$ cat src/rtl/apb_cmd_sequencer.sv
// apb_cmd_sequencer: APB master that replays a queued list of write and
// read-and-check commands into an APB slave, counting read mismatches.
// Optional feature macro: APB_SEQ_TIMEOUT_EN (aborts a replay when PREADY
// stays low for TIMEOUT ACCESS cycles; without it ACCESS waits forever).
module apb_cmd_sequencer #(
    parameter int ADDR_W  = 8,
    parameter int DATA_W  = 8,
    parameter int DEPTH   = 16,
    parameter int ERR_W   = 8,
    parameter int TIMEOUT = 256
) (
    input  logic              PCLK,
    input  logic              PRESETn,
    input  logic              cmd_valid,
    output logic              cmd_ready,
    input  logic              cmd_write,
    input  logic [ADDR_W-1:0] cmd_addr,
    input  logic [DATA_W-1:0] cmd_data,
    input  logic [DATA_W-1:0] cmd_mask,
    input  logic              start,
    input  logic              clr_err,
    output logic              busy,
    output logic              done,
    output logic [ERR_W-1:0]  err_count,
    output logic              timeout_err,
    output logic              rd_valid,
    output logic [DATA_W-1:0] rd_data,
    output logic              PSELx,
    output logic              PENABLE,
    output logic              PWRITE,
    output logic [ADDR_W-1:0] PADDR,
    output logic [DATA_W-1:0] PWDATA,
    input  logic              PREADY,
    input  logic [DATA_W-1:0] PRDATA
);

    localparam int PTR_W = $clog2(DEPTH);
    localparam int CNT_W = PTR_W + 1;

    // Reject parameter sets the pointer arithmetic cannot handle.
    generate
        if (DEPTH < 2 || (DEPTH & (DEPTH - 1)) != 0 || TIMEOUT < 1) begin : g_param_check
            $error("apb_cmd_sequencer: DEPTH must be a power of two >= 2 and TIMEOUT >= 1");
        end
    endgenerate

    typedef enum logic [1:0] {
        IDLE   = 2'd0,
        SETUP  = 2'd1,
        ACCESS = 2'd2
    } state_t;

    state_t state_reg;
    state_t state_next;

    // Command storage; read combinationally so SETUP can present the head at once.
    logic [ADDR_W-1:0] addr_mem  [DEPTH];
    logic [DATA_W-1:0] data_mem  [DEPTH];
    logic [DATA_W-1:0] mask_mem  [DEPTH];
    logic              write_mem [DEPTH];

    logic [PTR_W-1:0]  wr_ptr_reg;
    logic [PTR_W-1:0]  rd_ptr_reg;
    logic [CNT_W-1:0]  count_reg;

    logic              done_reg;
    logic              rd_valid_reg;
    logic [DATA_W-1:0] rd_data_reg;
    logic [ERR_W-1:0]  err_count_reg;

    logic              full;
    logic              empty;
    logic              push;
    logic              pop;
    logic              more;
    logic              abort;
    logic              done_set;
    logic              mismatch;
    logic              rd_complete;
    logic              timeout_hit;

    logic [ADDR_W-1:0] head_addr;
    logic [DATA_W-1:0] head_data;
    logic [DATA_W-1:0] head_mask;
    logic              head_write;

    logic              psel;
    logic              penable;
    logic              pwrite;
    logic [ADDR_W-1:0] paddr;
    logic [DATA_W-1:0] pwdata;

    assign full       = (count_reg == CNT_W'(DEPTH));
    assign empty      = (count_reg == '0);
    assign cmd_ready  = !full;
    assign push       = cmd_valid && !full;

    assign head_addr  = addr_mem[rd_ptr_reg];
    assign head_data  = data_mem[rd_ptr_reg];
    assign head_mask  = mask_mem[rd_ptr_reg];
    assign head_write = write_mem[rd_ptr_reg];

    // Another command remains after popping the head, counting a same-cycle push.
    assign more        = (count_reg > CNT_W'(1)) || push;
    assign mismatch    = |((PRDATA ^ head_data) & head_mask);
    assign rd_complete = pop && !head_write;

    // Write accepted commands into the slot at the write pointer.
    always_ff @(posedge PCLK) begin
        if (push) begin
            addr_mem[wr_ptr_reg]  <= cmd_addr;
            data_mem[wr_ptr_reg]  <= cmd_data;
            mask_mem[wr_ptr_reg]  <= cmd_mask;
            write_mem[wr_ptr_reg] <= cmd_write;
        end
    end

    // FIFO pointers and occupancy; a timeout abort discards everything queued.
    always_ff @(posedge PCLK or negedge PRESETn) begin
        if (!PRESETn) begin
            wr_ptr_reg <= '0;
            rd_ptr_reg <= '0;
            count_reg  <= '0;
        end else if (abort) begin
            wr_ptr_reg <= '0;
            rd_ptr_reg <= '0;
            count_reg  <= '0;
        end else begin
            if (push) begin
                wr_ptr_reg <= wr_ptr_reg + PTR_W'(1);
            end
            if (pop) begin
                rd_ptr_reg <= rd_ptr_reg + PTR_W'(1);
            end
            case ({push, pop})
                2'b10:   count_reg <= count_reg + CNT_W'(1);
                2'b01:   count_reg <= count_reg - CNT_W'(1);
                default: count_reg <= count_reg;
            endcase
        end
    end

    // FSM state register.
    always_ff @(posedge PCLK or negedge PRESETn) begin
        if (!PRESETn) begin
            state_reg <= IDLE;
        end else begin
            state_reg <= state_next;
        end
    end

    // Next-state and APB drive; bus outputs follow the state so reset drops them at once.
    always_comb begin
        state_next = state_reg;
        psel       = 1'b0;
        penable    = 1'b0;
        pwrite     = 1'b0;
        paddr      = '0;
        pwdata     = '0;
        pop        = 1'b0;
        abort      = 1'b0;
        done_set   = 1'b0;
        unique case (state_reg)
            IDLE: begin
                if (start) begin
                    if (empty) begin
                        done_set = 1'b1;
                    end else begin
                        state_next = SETUP;
                    end
                end
            end
            SETUP: begin
                psel       = 1'b1;
                pwrite     = head_write;
                paddr      = head_addr;
                pwdata     = head_write ? head_data : '0;
                state_next = ACCESS;
            end
            ACCESS: begin
                psel    = 1'b1;
                penable = 1'b1;
                pwrite  = head_write;
                paddr   = head_addr;
                pwdata  = head_write ? head_data : '0;
                if (PREADY) begin
                    pop = 1'b1;
                    if (more) begin
                        state_next = SETUP;
                    end else begin
                        state_next = IDLE;
                        done_set   = 1'b1;
                    end
                end else if (timeout_hit) begin
                    abort      = 1'b1;
                    state_next = IDLE;
                    done_set   = 1'b1;
                end
            end
            default: begin
                state_next = IDLE;
            end
        endcase
    end

    // Registered status: completion pulses, read capture and saturating mismatch count.
    always_ff @(posedge PCLK or negedge PRESETn) begin
        if (!PRESETn) begin
            done_reg      <= 1'b0;
            rd_valid_reg  <= 1'b0;
            rd_data_reg   <= '0;
            err_count_reg <= '0;
        end else begin
            done_reg     <= done_set;
            rd_valid_reg <= rd_complete;
            if (rd_complete) begin
                rd_data_reg <= PRDATA;
            end
            if (clr_err) begin
                err_count_reg <= '0;
            end else if (rd_complete && mismatch && (err_count_reg != '1)) begin
                err_count_reg <= err_count_reg + ERR_W'(1);
            end
        end
    end

`ifdef APB_SEQ_TIMEOUT_EN
    localparam int TO_W = $clog2(TIMEOUT + 1);

    logic [TO_W-1:0] wait_cnt_reg;
    logic            timeout_err_reg;

    // Count stalled ACCESS cycles; restart on completion or any other state.
    always_ff @(posedge PCLK or negedge PRESETn) begin
        if (!PRESETn) begin
            wait_cnt_reg <= '0;
        end else if ((state_reg == ACCESS) && !PREADY) begin
            wait_cnt_reg <= wait_cnt_reg + TO_W'(1);
        end else begin
            wait_cnt_reg <= '0;
        end
    end

    assign timeout_hit = (state_reg == ACCESS) && !PREADY &&
                         (wait_cnt_reg == TO_W'(TIMEOUT - 1));

    // Sticky timeout flag; clearing takes priority over a same-cycle abort.
    always_ff @(posedge PCLK or negedge PRESETn) begin
        if (!PRESETn) begin
            timeout_err_reg <= 1'b0;
        end else if (clr_err) begin
            timeout_err_reg <= 1'b0;
        end else if (abort) begin
            timeout_err_reg <= 1'b1;
        end
    end

    assign timeout_err = timeout_err_reg;
`else
    assign timeout_hit = 1'b0;
    assign timeout_err = 1'b0;
`endif

    assign busy      = (state_reg != IDLE);
    assign done      = done_reg;
    assign rd_valid  = rd_valid_reg;
    assign rd_data   = rd_data_reg;
    assign err_count = err_count_reg;
    assign PSELx     = psel;
    assign PENABLE   = penable;
    assign PWRITE    = pwrite;
    assign PADDR     = paddr;
    assign PWDATA    = pwdata;

endmodule
$ cat config.mk
export PLATFORM = sky130hd
export DESIGN_NAME = apb_cmd_sequencer
export DESIGN_NICKNAME = d
export VERILOG_FILES = /design/src/rtl/apb_cmd_sequencer.sv
export SDC_FILE = /design/constraint.sdc
export NUM_CORES = 1
export LEC_CHECK = 0
export BUFFER_PORTS_ARGS = -buffer_cell sky130_fd_sc_hd__buf_2
export CAP_MARGIN = 30
export CORE_MARGIN = 1.5
export CORE_UTILIZATION = 46
export DETAILED_ROUTE_END_ITERATION = 8
export GPL_TIMING_DRIVEN = 0
export PLACE_DENSITY = 0.7
export SLEW_MARGIN = 10
export SYNTH_ARGS = -nofsm -noshare
export SYNTH_HDL_FRONTEND = slang
export SYNTH_SLANG_ARGS = --single-unit
$ cat constraint.sdc
create_clock -name PCLK -period 10.7 [get_ports PCLK]
set_input_delay 3.21 -clock PCLK [delete_from_list [all_inputs] [get_ports PCLK]]
set_output_delay 3.21 -clock PCLK [all_outputs]
set_load 0.01 [all_outputs]
==> metrics.cfg <==
[run_status]
status = finished clean

[place]
placed_cells = 1502
port_buffers = 76
gp_congestion = 0.788
dp_hpwl_mm = 27.1

[logic_synthesis]
yosysTopAreaCell = edfxtp_1
synthTopCellsByArea = edfxtp_1, mux4_2, dfrtp_1, mux2_2, mux2i_1
async_flop_share = 0.0762
yosysWarnings = 0
synth_nets = 933
ys_seq_area_frac = 0.733
yosysUniqueCellTypes = 55
synth_flop_cell = edfxtp_1
syn-cell-area_sq_um = 17500
synth_edf_count = 400
synth_top_area_frac = 0.686
synthCells = 879
synth_seq_cells = 433
syn_avg_cell_area_sq_um = 19.9

[sta]
rsz0062_at_grt = no
fin_crit_sh = 0.770
worstMarginPinSlew_ps = 955
hold_violations = 0
fmax_ghz = 0.121
slew_viol_final = 0
tns_ps = 0
period_needed_ps = 8230
finClkSkew_ps = 14.0
slew-limit-headroom = 0.363
final-setup-viol-count = 0

[critical_path]
setup.worst_path.class = flop to output port
critPathMaxFanout = 10
critPathMaxStageDelay_ps = 780
reg2regPathDepth = 10
worst_ep_arrival_time_ps = 5020
worstPathCellList = buf_2 > buf_2 > buf_2 > buf_1 > clkbuf_1 > buf_1 > mux2i_1 > a211oi_1 > buf_2
r2r_slack_ps = 6630
worstPathRequired_ps = 7490
startpoint_type = flop
crit_slowest_cell = clkbuf_1
end_kind = output port
cpMostUsedCell = buf_2

[global_route]
antenna_found_initial = 2
grt_pass1_vias = 9310
grt_max_degree = 34
grt_pass1_wl_mm = 60.0
grt_usage = 0.214
grt.overflow.total = 0

[pwr]
powerDensity_nw_per_um2 = 262
pwr-share-seq = 0.396
comb_power_share = 0.335
switching_share = 0.315
leakage_nw = 6.96
p_sw_mw = 1.68
intPower_mw = 3.66
peakVddDrop_v = 0.000120
p_clk_frac = 0.269

[die]
die-height_microns = 198
io-pin-count = 79
core_sq_um = 37600
die_w_microns = 198
die_area_sq_um = 39200
std_cell_rows = 71
start_util = 0.466

[min_path]
hold_class = flop to flop
whs_path_depth = 1

[clock_network]
cts_num_sinks = 433
tritoncts = done
path_clk_slew_ps = 60
clk_latency_ps = 550
cts-resized-gates = 0
hold_buffers = 0
post_cts_buffers = 0
root_buffer = clkbuf_16
numCtsBuffers = 44
h-tree-depth = 2
cts.path.max_buffers = 3

[detailed_routing]
drtIter0Drc = 849
antenna_left = 0
via_count = 9162
post-route-drc-count = 0
avgRoutedWirePerCell_microns = 25.6
dr.pass1.iters = 5
viasPerCell = 5.78
finalWirelength_mm = 40.6

[layout]
fillers = 2850
final_layout_size_suffix_gt1_frac = 0.310
top_regs = addr_mem x128, data_mem x128, mask_mem x128
final_common_cell = edfxtp_1
final_cell_mix = edfxtp_1, mux4_2, buf_2
stdcell_count = 1584
fin_nets = 1091
final_core_util = 0.543
area_growth_pct = 16.6

[job]
cap_viol_max_count = 0

==> metrics by stage <==
step	setup slack [ps]	total power [mW]	area, sq um	hold slack (ps)
CTS	2460	5.39	20400	507
global placement	517	3.85	18500	487
finish	2470	5.34	20400	504
global route	2390	5.56	20400	528
detailed placement	3110	3.95	19100	494
floorplan	4120	3.30	17500	484
==> cell usage after synthesis, types with 3 or more instances <==
cell type and count:
nor2_1 26, nor2b_1 8, a21oi_1 6, and3_1 3, o22ai_1 7, o221ai_1 3
dfrtp_1 33, clkbuf_1 10, edfxtp_1 400, buf_1 10, o21ai_0 6, nor4_1 7
ha_1 15, mux2i_1 31, buf_4 9, mux4_2 91, nor3b_1 7, nand2b_1 5
xnor2_1 18, a221oi_1 3, or3_1 3, mux4_1 5, a211oi_1 6, buf_2 6
nor3_1 7, o31ai_1 4, nand2_1 37, mux2_2 31, buf_6 5, xor2_1 6
inv_1 16, nand3_1 11, and2_1 17
==> worst max-delay path, delay by kind of cell (launching register included) <==
| family | cells | cell delay (ps) |
|---|---|---|
| buffers and inverters | 7 | 3340 |
| AO/OA/AOI/OAI | 1 | 620 |
| flip-flops | 1 | 310 |
| multiplexers | 1 | 190 |
==> power groups by stage <==
| stage | logic (mW) | registers, mW | clock network (mW) |
|---|---|---|---|
| floorplan | 1.16 | 2.14 | 0 |
| global placement | 1.70 | 2.15 | 0 |
| detailed placement | 1.81 | 2.15 | 0 |
| CTS | 1.81 | 2.11 | 1.46 |
| global route | 1.91 | 2.13 | 1.52 |
| finish | 1.79 | 2.11 | 1.44 |
==> cell families after synthesis <==
group                      share of synthesized area
muxes                                          0.162
buffers and inverters                         0.0169
other                                       0.000214
adders and majority gates                     0.0107
xor gates and xnor gates                      0.0120
and+or+nand+nor                               0.0434
DFF                                            0.733
AOI/OAI and AO/OA                             0.0214
==> final cells by class <==
type	count	area [sq um]	area share
Multi-Input combinational cell	388	4440	0.218
Tap cell	511	639	0.0313
Antenna cell	1	2.50	0.000123
Buffer	40	229	0.0112
Sequential cell	433	12800	0.629
Clock buffer	62	1190	0.0583
Inverter	18	67.6	0.00331
Timing Repair Buffer	112	860	0.0421
Clock inverter	19	149	0.00729
==> layer usage <==
metal	wire length, microns	GRT usage
met1	16800	0.294
met2	20000	0.353
met3	2740	0.0356
met4	959	0.0602
met5	14	0
==> final timing paths <==
kind / startpoint / endpoint
setup / recovery: rd_ptr_reg[2] / PWDATA[3]
hold / removal: rd_data[2] / rd_data[2]
setup reg to reg: rd_ptr_reg[2] / err_count[3]
hold reg to reg: rd_data[2] / rd_data[2]
max in group asynchronous: PRESETn / rd_data[0]
min in group asynchronous: PRESETn / err_count[5]
No activity file was read; power rests on OpenSTA's default activity.
